===== src/rtl/saxi_check_if.sv =====
// AXI3 slave-side bundle for saxi_check: the five channels between the bench
// traffic generator (master) and the checker/responder (slave).
interface saxi_check_if #(
   parameter int SIDW = 12,
   parameter int SAW  = 32,
   parameter int SDW  = 32,
   parameter int SSTW = 8
);
   // write address channel
   logic [SIDW-1:0] awid;
   logic [SAW-1:0]  awaddr;
   logic [3:0]      awlen;
   logic [2:0]      awsize;
   logic [1:0]      awburst;
   logic [1:0]      awlock;
   logic [3:0]      awcache;
   logic [2:0]      awprot;
   logic [3:0]      awqos;
   logic            awvalid;
   logic            awready;
   // write data channel
   logic [SIDW-1:0] wid;
   logic [SDW-1:0]  wdata;
   logic [SSTW-1:0] wstrb;
   logic            wlast;
   logic            wvalid;
   logic            wready;
   // write response channel
   logic [SIDW-1:0] bid;
   logic [1:0]      bresp;
   logic            bvalid;
   logic            bready;
   // read address channel
   logic [SIDW-1:0] arid;
   logic [SAW-1:0]  araddr;
   logic [3:0]      arlen;
   logic [2:0]      arsize;
   logic [1:0]      arburst;
   logic [1:0]      arlock;
   logic [3:0]      arcache;
   logic [2:0]      arprot;
   logic [3:0]      arqos;
   logic            arvalid;
   logic            arready;
   // read data channel
   logic [SIDW-1:0] rid;
   logic [SDW-1:0]  rdata;
   logic [1:0]      rresp;
   logic            rlast;
   logic            rvalid;
   logic            rready;

   modport master (
      output awid, awaddr, awlen, awsize, awburst, awlock, awcache, awprot, awqos, awvalid,
      input  awready,
      output wid, wdata, wstrb, wlast, wvalid,
      input  wready,
      input  bid, bresp, bvalid,
      output bready,
      output arid, araddr, arlen, arsize, arburst, arlock, arcache, arprot, arqos, arvalid,
      input  arready,
      input  rid, rdata, rresp, rlast, rvalid,
      output rready
   );

   modport slave (
      input  awid, awaddr, awlen, awsize, awburst, awlock, awcache, awprot, awqos, awvalid,
      output awready,
      input  wid, wdata, wstrb, wlast, wvalid,
      output wready,
      output bid, bresp, bvalid,
      input  bready,
      input  arid, araddr, arlen, arsize, arburst, arlock, arcache, arprot, arqos, arvalid,
      output arready,
      output rid, rdata, rresp, rlast, rvalid,
      input  rready
   );
endinterface


===== src/rtl/saxi_check.sv =====
// AXI3 slave traffic checker/responder. Terminates single-beat writes and
// reads from the bench generator, checks them against the generator's
// address/data pattern, echoes read addresses as data, and reports a sticky
// error with the code of the first failure plus a DONE flag.
module saxi_check #(
   parameter int SIDW  = 12,
   parameter int SAW   = 32,
   parameter int SDW   = 32,
   parameter int SSTW  = 8,
   parameter int NUM_W = 256,
   parameter int NUM_R = 256
) (
   input  logic               s_axi_aclk,
   input  logic               s_axi_aresetn,
   saxi_check_if.slave        s_axi,
   output logic               ERROR,
   output logic [2:0]         ERR_CODE,
   output logic               DONE
);
   localparam int SB  = SDW / 8;
   localparam int WCW = $clog2(NUM_W + 1);
   localparam int RCW = $clog2(NUM_R + 1);
   localparam logic [WCW-1:0] W_MAX = WCW'(NUM_W);
   localparam logic [RCW-1:0] R_MAX = RCW'(NUM_R);

   logic            r_live;
   logic            r_aw_full, r_w_full, r_ar_full;
   logic [SIDW-1:0] r_awid, r_arid;
   logic [SAW-1:0]  r_awaddr, r_araddr;
   logic [3:0]      r_awlen, r_arlen;
   logic [2:0]      r_awsize, r_arsize;
   logic [SDW-1:0]  r_wdata;
   logic [SB-1:0]   r_wstrb;
   logic            r_wlast;
   logic            r_bvalid, r_rvalid, r_rlast;
   logic [SIDW-1:0] r_bid, r_rid;
   logic [1:0]      r_bresp, r_rresp;
   logic [SDW-1:0]  r_rdata;
   logic [SAW-1:0]  r_exp_waddr, r_exp_raddr;
   logic [SDW-1:0]  r_exp_wdata;
   logic [WCW-1:0]  r_wcount;
   logic [RCW-1:0]  r_rcount;
   logic            r_error, r_done;
   logic [2:0]      r_err_code;

   logic            w_aw_hs, w_w_hs, w_ar_hs;
   logic            w_wr_fire, w_rd_fire;
   logic [2:0]      w_wcode, w_rcode, w_code;
   logic            w_done_now;

   // Readies come straight from state, so a slot is never captured and
   // released on the same edge.
   assign s_axi.awready = r_live & ~r_aw_full;
   assign s_axi.wready  = r_live & ~r_w_full;
   assign s_axi.arready = r_live & ~r_ar_full;

   assign w_aw_hs   = s_axi.awvalid & s_axi.awready;
   assign w_w_hs    = s_axi.wvalid & s_axi.wready;
   assign w_ar_hs   = s_axi.arvalid & s_axi.arready;
   assign w_wr_fire = r_aw_full & r_w_full & (~r_bvalid | s_axi.bready);
   assign w_rd_fire = r_ar_full & (~r_rvalid | s_axi.rready);

   // Hold readies low until the first edge after reset release.
   // NOTE: all sequential state uses non-blocking assignment so every block
   // sees pre-edge values regardless of evaluation order.
   always_ff @(posedge s_axi_aclk or negedge s_axi_aresetn) begin
      if (!s_axi_aresetn) r_live <= 1'b0;
      else                r_live <= 1'b1;
   end

   // Write-address holding slot: fill on handshake, empty on write completion.
   // NOTE: holding-slot fields are reset too, so the B/R outputs built from
   // them are deterministic even before the first transfer.
   always_ff @(posedge s_axi_aclk or negedge s_axi_aresetn) begin
      if (!s_axi_aresetn) begin
         r_aw_full <= 1'b0;
         r_awid    <= '0;
         r_awaddr  <= '0;
         r_awlen   <= '0;
         r_awsize  <= '0;
      end else if (w_aw_hs) begin
         r_aw_full <= 1'b1;
         r_awid    <= s_axi.awid;
         r_awaddr  <= s_axi.awaddr;
         r_awlen   <= s_axi.awlen;
         r_awsize  <= s_axi.awsize;
      end else if (w_wr_fire) begin
         r_aw_full <= 1'b0;
      end
   end

   // Write-data holding slot; only the byte lanes inside SDW are kept.
   always_ff @(posedge s_axi_aclk or negedge s_axi_aresetn) begin
      if (!s_axi_aresetn) begin
         r_w_full <= 1'b0;
         r_wdata  <= '0;
         r_wstrb  <= '0;
         r_wlast  <= 1'b0;
      end else if (w_w_hs) begin
         r_w_full <= 1'b1;
         r_wdata  <= s_axi.wdata;
         r_wstrb  <= s_axi.wstrb[SB-1:0];
         r_wlast  <= s_axi.wlast;
      end else if (w_wr_fire) begin
         r_w_full <= 1'b0;
      end
   end

   // Read-address holding slot: fill on handshake, empty on read completion.
   always_ff @(posedge s_axi_aclk or negedge s_axi_aresetn) begin
      if (!s_axi_aresetn) begin
         r_ar_full <= 1'b0;
         r_arid    <= '0;
         r_araddr  <= '0;
         r_arlen   <= '0;
         r_arsize  <= '0;
      end else if (w_ar_hs) begin
         r_ar_full <= 1'b1;
         r_arid    <= s_axi.arid;
         r_araddr  <= s_axi.araddr;
         r_arlen   <= s_axi.arlen;
         r_arsize  <= s_axi.arsize;
      end else if (w_rd_fire) begin
         r_ar_full <= 1'b0;
      end
   end

   // Write response, expected write pattern and saturating write count.
   always_ff @(posedge s_axi_aclk or negedge s_axi_aresetn) begin
      if (!s_axi_aresetn) begin
         r_bvalid    <= 1'b0;
         r_bid       <= '0;
         r_bresp     <= '0;
         r_exp_waddr <= '0;
         r_exp_wdata <= '1;
         r_wcount    <= '0;
      end else if (w_wr_fire) begin
         r_bvalid    <= 1'b1;
         r_bid       <= r_awid;
         r_bresp     <= (r_awlen != 4'd0) ? 2'b10 : 2'b00;
         r_exp_waddr <= r_exp_waddr + SAW'(4);
         r_exp_wdata <= r_exp_wdata - SDW'(1);
         if (r_wcount != W_MAX) r_wcount <= r_wcount + WCW'(1);
      end else if (r_bvalid & s_axi.bready) begin
         r_bvalid <= 1'b0;
      end
   end

   // Read response (address echo), expected read address and read count.
   always_ff @(posedge s_axi_aclk or negedge s_axi_aresetn) begin
      if (!s_axi_aresetn) begin
         r_rvalid    <= 1'b0;
         r_rid       <= '0;
         r_rdata     <= '0;
         r_rresp     <= '0;
         r_rlast     <= 1'b0;
         r_exp_raddr <= '0;
         r_rcount    <= '0;
      end else if (w_rd_fire) begin
         r_rvalid    <= 1'b1;
         r_rid       <= r_arid;
         r_rdata     <= SDW'(r_araddr);
         r_rresp     <= (r_arlen != 4'd0) ? 2'b10 : 2'b00;
         r_rlast     <= 1'b1;
         r_exp_raddr <= r_exp_raddr + SAW'(8);
         if (r_rcount != R_MAX) r_rcount <= r_rcount + RCW'(1);
      end else if (r_rvalid & s_axi.rready) begin
         r_rvalid <= 1'b0;
      end
   end

   // Classify completing transfers; lowest code wins, write side before read.
   always_comb begin
      w_wcode = 3'd0;
      w_rcode = 3'd0;
      if (w_wr_fire) begin
         if (r_awaddr != r_exp_waddr)     w_wcode = 3'd1;
         else if (r_wdata != r_exp_wdata) w_wcode = 3'd2;
         else if (r_awlen != 4'd0 || !r_wlast || r_awsize != 3'd2 || r_wstrb != '1)
            w_wcode = 3'd3;
      end
      if (w_rd_fire) begin
         if (r_araddr != r_exp_raddr)                    w_rcode = 3'd4;
         else if (r_arlen != 4'd0 || r_arsize != 3'd2)   w_rcode = 3'd5;
      end
      w_code = (w_wcode != 3'd0) ? w_wcode : w_rcode;
   end

   assign w_done_now = (r_wcount == W_MAX) & (r_rcount == R_MAX) & ~r_bvalid & ~r_rvalid;

   // Sticky error flag, first error code, and sticky DONE.
   always_ff @(posedge s_axi_aclk or negedge s_axi_aresetn) begin
      if (!s_axi_aresetn) begin
         r_error    <= 1'b0;
         r_err_code <= '0;
         r_done     <= 1'b0;
      end else begin
         if (!r_error && w_code != 3'd0) begin
            r_error    <= 1'b1;
            r_err_code <= w_code;
         end
         if (w_done_now) r_done <= 1'b1;
      end
   end

   assign s_axi.bvalid = r_bvalid;
   assign s_axi.bid    = r_bid;
   assign s_axi.bresp  = r_bresp;
   assign s_axi.rvalid = r_rvalid;
   assign s_axi.rid    = r_rid;
   assign s_axi.rdata  = r_rdata;
   assign s_axi.rresp  = r_rresp;
   assign s_axi.rlast  = r_rlast;
   assign ERROR        = r_error;
   assign ERR_CODE     = r_err_code;
   assign DONE         = r_done;
endmodule


===== src/flat_wrapper.sv =====
// flat-port wrapper written by rule: the top's interface ports become plain ports
module saxi_check_flat 
#(
   parameter int SIDW  = 12,
   parameter int SAW   = 32,
   parameter int SDW   = 32,
   parameter int SSTW  = 8,
   parameter int NUM_W = 256,
   parameter int NUM_R = 256
)
  (s_axi_aclk, s_axi_aresetn, ERROR, ERR_CODE, DONE, s_axi_awid, s_axi_awaddr, s_axi_awlen, s_axi_awsize, s_axi_awburst, s_axi_awlock, s_axi_awcache, s_axi_awprot, s_axi_awqos, s_axi_awvalid, s_axi_awready, s_axi_wid, s_axi_wdata, s_axi_wstrb, s_axi_wlast, s_axi_wvalid, s_axi_wready, s_axi_bid, s_axi_bresp, s_axi_bvalid, s_axi_bready, s_axi_arid, s_axi_araddr, s_axi_arlen, s_axi_arsize, s_axi_arburst, s_axi_arlock, s_axi_arcache, s_axi_arprot, s_axi_arqos, s_axi_arvalid, s_axi_arready, s_axi_rid, s_axi_rdata, s_axi_rresp, s_axi_rlast, s_axi_rvalid, s_axi_rready);
  saxi_check_if #(.SIDW(SIDW), .SAW(SAW), .SDW(SDW), .SSTW(SSTW)) s_axi_i ();
  input  logic s_axi_aclk;
  input  logic s_axi_aresetn;
  output logic ERROR;
  output logic [2:0] ERR_CODE;
  output logic DONE;
  input wire logic [$bits(s_axi_i.awid)-1:0] s_axi_awid;
  input wire logic [$bits(s_axi_i.awaddr)-1:0] s_axi_awaddr;
  input wire logic [$bits(s_axi_i.awlen)-1:0] s_axi_awlen;
  input wire logic [$bits(s_axi_i.awsize)-1:0] s_axi_awsize;
  input wire logic [$bits(s_axi_i.awburst)-1:0] s_axi_awburst;
  input wire logic [$bits(s_axi_i.awlock)-1:0] s_axi_awlock;
  input wire logic [$bits(s_axi_i.awcache)-1:0] s_axi_awcache;
  input wire logic [$bits(s_axi_i.awprot)-1:0] s_axi_awprot;
  input wire logic [$bits(s_axi_i.awqos)-1:0] s_axi_awqos;
  input wire logic [$bits(s_axi_i.awvalid)-1:0] s_axi_awvalid;
  output wire logic [$bits(s_axi_i.awready)-1:0] s_axi_awready;
  input wire logic [$bits(s_axi_i.wid)-1:0] s_axi_wid;
  input wire logic [$bits(s_axi_i.wdata)-1:0] s_axi_wdata;
  input wire logic [$bits(s_axi_i.wstrb)-1:0] s_axi_wstrb;
  input wire logic [$bits(s_axi_i.wlast)-1:0] s_axi_wlast;
  input wire logic [$bits(s_axi_i.wvalid)-1:0] s_axi_wvalid;
  output wire logic [$bits(s_axi_i.wready)-1:0] s_axi_wready;
  output wire logic [$bits(s_axi_i.bid)-1:0] s_axi_bid;
  output wire logic [$bits(s_axi_i.bresp)-1:0] s_axi_bresp;
  output wire logic [$bits(s_axi_i.bvalid)-1:0] s_axi_bvalid;
  input wire logic [$bits(s_axi_i.bready)-1:0] s_axi_bready;
  input wire logic [$bits(s_axi_i.arid)-1:0] s_axi_arid;
  input wire logic [$bits(s_axi_i.araddr)-1:0] s_axi_araddr;
  input wire logic [$bits(s_axi_i.arlen)-1:0] s_axi_arlen;
  input wire logic [$bits(s_axi_i.arsize)-1:0] s_axi_arsize;
  input wire logic [$bits(s_axi_i.arburst)-1:0] s_axi_arburst;
  input wire logic [$bits(s_axi_i.arlock)-1:0] s_axi_arlock;
  input wire logic [$bits(s_axi_i.arcache)-1:0] s_axi_arcache;
  input wire logic [$bits(s_axi_i.arprot)-1:0] s_axi_arprot;
  input wire logic [$bits(s_axi_i.arqos)-1:0] s_axi_arqos;
  input wire logic [$bits(s_axi_i.arvalid)-1:0] s_axi_arvalid;
  output wire logic [$bits(s_axi_i.arready)-1:0] s_axi_arready;
  output wire logic [$bits(s_axi_i.rid)-1:0] s_axi_rid;
  output wire logic [$bits(s_axi_i.rdata)-1:0] s_axi_rdata;
  output wire logic [$bits(s_axi_i.rresp)-1:0] s_axi_rresp;
  output wire logic [$bits(s_axi_i.rlast)-1:0] s_axi_rlast;
  output wire logic [$bits(s_axi_i.rvalid)-1:0] s_axi_rvalid;
  input wire logic [$bits(s_axi_i.rready)-1:0] s_axi_rready;
  assign s_axi_i.awid = s_axi_awid;
  assign s_axi_i.awaddr = s_axi_awaddr;
  assign s_axi_i.awlen = s_axi_awlen;
  assign s_axi_i.awsize = s_axi_awsize;
  assign s_axi_i.awburst = s_axi_awburst;
  assign s_axi_i.awlock = s_axi_awlock;
  assign s_axi_i.awcache = s_axi_awcache;
  assign s_axi_i.awprot = s_axi_awprot;
  assign s_axi_i.awqos = s_axi_awqos;
  assign s_axi_i.awvalid = s_axi_awvalid;
  assign s_axi_awready = s_axi_i.awready;
  assign s_axi_i.wid = s_axi_wid;
  assign s_axi_i.wdata = s_axi_wdata;
  assign s_axi_i.wstrb = s_axi_wstrb;
  assign s_axi_i.wlast = s_axi_wlast;
  assign s_axi_i.wvalid = s_axi_wvalid;
  assign s_axi_wready = s_axi_i.wready;
  assign s_axi_bid = s_axi_i.bid;
  assign s_axi_bresp = s_axi_i.bresp;
  assign s_axi_bvalid = s_axi_i.bvalid;
  assign s_axi_i.bready = s_axi_bready;
  assign s_axi_i.arid = s_axi_arid;
  assign s_axi_i.araddr = s_axi_araddr;
  assign s_axi_i.arlen = s_axi_arlen;
  assign s_axi_i.arsize = s_axi_arsize;
  assign s_axi_i.arburst = s_axi_arburst;
  assign s_axi_i.arlock = s_axi_arlock;
  assign s_axi_i.arcache = s_axi_arcache;
  assign s_axi_i.arprot = s_axi_arprot;
  assign s_axi_i.arqos = s_axi_arqos;
  assign s_axi_i.arvalid = s_axi_arvalid;
  assign s_axi_arready = s_axi_i.arready;
  assign s_axi_rid = s_axi_i.rid;
  assign s_axi_rdata = s_axi_i.rdata;
  assign s_axi_rresp = s_axi_i.rresp;
  assign s_axi_rlast = s_axi_i.rlast;
  assign s_axi_rvalid = s_axi_i.rvalid;
  assign s_axi_i.rready = s_axi_rready;
  saxi_check #(.SIDW(SIDW), .SAW(SAW), .SDW(SDW), .SSTW(SSTW), .NUM_W(NUM_W), .NUM_R(NUM_R)) u_core (.s_axi_aclk(s_axi_aclk), .s_axi_aresetn(s_axi_aresetn), .s_axi(s_axi_i), .ERROR(ERROR), .ERR_CODE(ERR_CODE), .DONE(DONE));
endmodule

===== config.mk =====
export PLATFORM = sky130hd
export DESIGN_NAME = saxi_check_flat
export DESIGN_NICKNAME = d
export VERILOG_FILES = /design/src/rtl/saxi_check_if.sv /design/src/rtl/saxi_check.sv /design/src/flat_wrapper.sv
export SDC_FILE = /design/constraint.sdc
export NUM_CORES = 1
export LEC_CHECK = 0
export BUFFER_PORTS_ARGS = -buffer_cell sky130_fd_sc_hd__buf_2
export CAP_MARGIN = 10
export CORE_UTILIZATION = 35
export DETAILED_ROUTE_END_ITERATION = 7
export GPL_TIMING_DRIVEN = 0
export HOLD_SLACK_MARGIN = 0.03
export PLACE_DENSITY = 0.59
export SYNTH_ARGS = -nofsm -noshare
export SYNTH_HDL_FRONTEND = slang
export SYNTH_SLANG_ARGS = --single-unit

===== constraint.sdc =====
create_clock -name s_axi_aclk -period 2.7 [get_ports s_axi_aclk]
set_input_delay 0.135 -clock s_axi_aclk [delete_from_list [all_inputs] [get_ports s_axi_aclk]]
set_output_delay 0.135 -clock s_axi_aclk [all_outputs]
set_load 0.02 [all_outputs]

==> out/qor.csv <==
metric,value,unit
outcome,finished clean,
Final #Nets,1681,
final core occ,48.12,%
CTS max path bufs,3,
Post-DRT Antenna Nets,0,
# IOs,263,
GRT Overall Usage,16.69,%
Worst Setup Start Kind,flop,
Netlist cell types,45,
Syn Area/Cell,12.68,µm²
total CTS buffers,38,
crit-path max FO,10,
Max Transition Viols Final,0,
Design Power,17.97,mW
share of layout cells above drive strength 1,33.86,%
synth warn,0,
Period minus WS final,2580,ps
area delta synth->final,34.03,%
"Setup violations, final",0,
GRT busiest layer,met2,
Site Rows,71,
Worst-Margin Slew,936.6,ps
CTS Root Cell,clkbuf_16,
initial antenna violation count,0,
Synth Flop Type,dfrtp_1,
Post-synth EDFFs,0,
"Seq/Total Area, Yosys",58.58,%
vias,9317,
gpl congestion,0.8169,
Pre-antenna DRT Iters,4,
required time of the critical path,3120,ps
CTS H-tree lvls,2,
core area,38020,µm²
"commonest non-fill, non-tap cell in the layout",dfrtp_1,
Worst Hold Class,in -> async,
clock latency on the worst-skew pair,540,ps
PD cells,981.9,nW/µm²
WS Path Type,reg -> reg,
met2 usage,26.97,%
max frequency,387.6,MHz
RSZ-0062 raised after global routing,no,
"commonest non-fill, non-tap cells in the layout","dfrtp_1, buf_2, mux2_2",
Placed Area,15460,µm²
max-cap viol count,0,
gr ovfl total,0,
worst rel slew slack,37.56,%
starting density of the core,35.91,%
WL final,32.29,mm
global-route wire length before repair,51.49,mm
HPWL Detailed,22.30,mm
Synth Instances,1077,
I/O Buffers,214,
Worst Path Arrival,3000,ps
DRC violations left,0,
Via density,4.612,
vias in the first global route,9708,
GR Util met1,21.61,%
Die X,199.5,µm
largest net degree at the start of global routing,110,
die area,39800,µm²
crit path launch,u_core.r_live$_DFF_PN0_,
clk slew on worst S/H paths,50,ps
DRT iter0 DRCs,286,
Synth Cell Area,13650,µm²
global routing usage on met3,4.135,%
Async SR Flop Fraction,100.0,%
Die H,199.5,µm
Worst Setup End Kind,flop,
average routed wire per standard cell,15.98,µm
fin area,18300,µm²
R2R Path Start,u_core.r_live$_DFF_PN0_,
ANT cells,0,
Final Cycle Share,95.57,%
peak supply drop,0.6671,mV
# clock sinks,318,
CTS tree,built,
Leakage,8.194,nW
count of final hold-check violations,0,
"flops & latches, synth",318,
Final Skew,10.99,ps
## layout make-up
class | instances | area, µm²
Buffer | 28 | 112.6
Clock buffer | 55 | 1146
Clock inverter | 12 | 170.2
Fill cell | 3456 | 19720
Inverter | 13 | 48.80
Multi-Input combinational cell | 716 | 5538
Sequential cell | 318 | 7998
Tap cell | 511 | 639.4
Timing Repair Buffer | 367 | 2645
## cells in the mapped netlist (2+ instances only)
cell / n / area [µm²]
a2bb2oi_1: 2 / 17.52
and2_1: 6 / 37.54
and3_1: 11 / 68.82
and4_1: 5 / 43.79
buf_1: 15 / 56.30
buf_4: 2 / 15.01
clkbuf_1: 13 / 48.80
conb_1: 2 / 7.510
dfrtp_1: 286 / 7157
dfstp_2: 32 / 840.8
ha_1: 7 / 87.58
inv_1: 13 / 48.80
mux2_2: 171 / 1926
nand2_1: 138 / 518.0
nand2b_1: 7 / 43.79
nand3_1: 19 / 95.09
nand3b_1: 3 / 22.52
nand4_1: 41 / 256.5
nand4b_1: 2 / 17.52
nor2_1: 37 / 138.9
nor2b_1: 3 / 18.77
nor3_1: 10 / 50.05
nor4_1: 19 / 118.9
nor4_4: 2 / 42.54
o21ai_0: 10 / 50.05
or3_1: 2 / 12.51
or4_1: 10 / 75.07
xnor2_1: 147 / 1287
xor2_1: 46 / 402.9
## power breakdown
group / switching, mW / internal, mW
logic: 2.36 / 2.44
clock network: 2.02 / 3.32
registers: 1.30 / 6.53
## per-stage QoR
step | worst slack, ps | setup TNS (ps) | std cells | hold slack [ps]
4_1_cts | 5.436 | 0 | 2014 | 77.33
6_report | 119.7 | 0 | 2020 | 93.57
5_1_grt | 6.917 | 0 | 2020 | 108.4
3_5_place_dp | -482.4 | -2197 | 1806 | 70.85
2_1_floorplan | 178.1 | 0 | 1078 | -160.6
3_3_place_gp | -4765 | -1436910 | 1803 | 367.1
## registers in the layout, indices dropped and copies added (netlist names), 12 cells and up
| signal | cells |
|---|---|
| u_core.s_axi.rid | 12 |
| u_core.r_exp_wdata | 32 |
| u_core.r_awid | 12 |
| u_core.s_axi.bid | 12 |
| u_core.r_exp_raddr | 29 |
| u_core.s_axi.rdata | 32 |
| u_core.r_araddr | 32 |
| u_core.r_awaddr | 32 |
| u_core.r_arid | 12 |
| u_core.r_exp_waddr | 30 |
| u_core.r_wdata | 32 |
## worst max-delay path, stage by stage (launching register included)
cell and delay, ps:
dfrtp_1 440, nor2b_1 210, nand2_1 90, clkbuf_1 530, clkbuf_1 770, mux2_2 410
## kinds of logic after synthesis
logic type,after synthesis,share of synthesized area [%]
simple gates,324,12.03
flops,318,58.58
xor+xnor,193,12.38
mux,172,14.18
buf+inv,44,1.320
compound gates,17,0.8066
fa+ha+maj,7,0.6415
other cells,2,0.05501
## routing by layer
| layer | part of all wire, % | vias up |
|---|---|---|
| met4 | 2.5 | 0 |
| li1 | - | 4494 |
| met2 | 46 | 201 |
| met5 | 0 | - |
| met3 | 5.3 | 55 |
| met1 | 46 | 4567 |
## path summary, 6_finish.rpt
| kind | endpoint | slack, ps | cells after the start |
|---|---|---|---|
| hold / removal | u_core.r_arid[3]$_DFFE_PN0P_ | 90 | 2 |
| min in group s_axi_aclk | u_core.r_araddr[31]$_DFFE_PN0P_ | 140 | 3 |
| setup reg to reg | u_core.r_wdata[26]$_DFFE_PN0P_ | 120 | 5 |
| setup / recovery | u_core.r_wdata[26]$_DFFE_PN0P_ | 120 | 5 |
| hold reg to reg | u_core.s_axi.bid[4]$_DFFE_PN0P_ | 460 | 2 |
| max in group asynchronous | u_core.r_exp_wdata[22]$_DFFE_PN1P_ | 1390 | 4 |
## what timing repair did
item,4_1_cts,5_1_grt
hold buffers,142,0
hold endpoints to repair,368,0
endpoints found under the setup margin,13,9
setup buffers,0,8
resized for setup,7,5
pin swaps,1,9
Note: power is estimated with default switching activity, not from simulation.
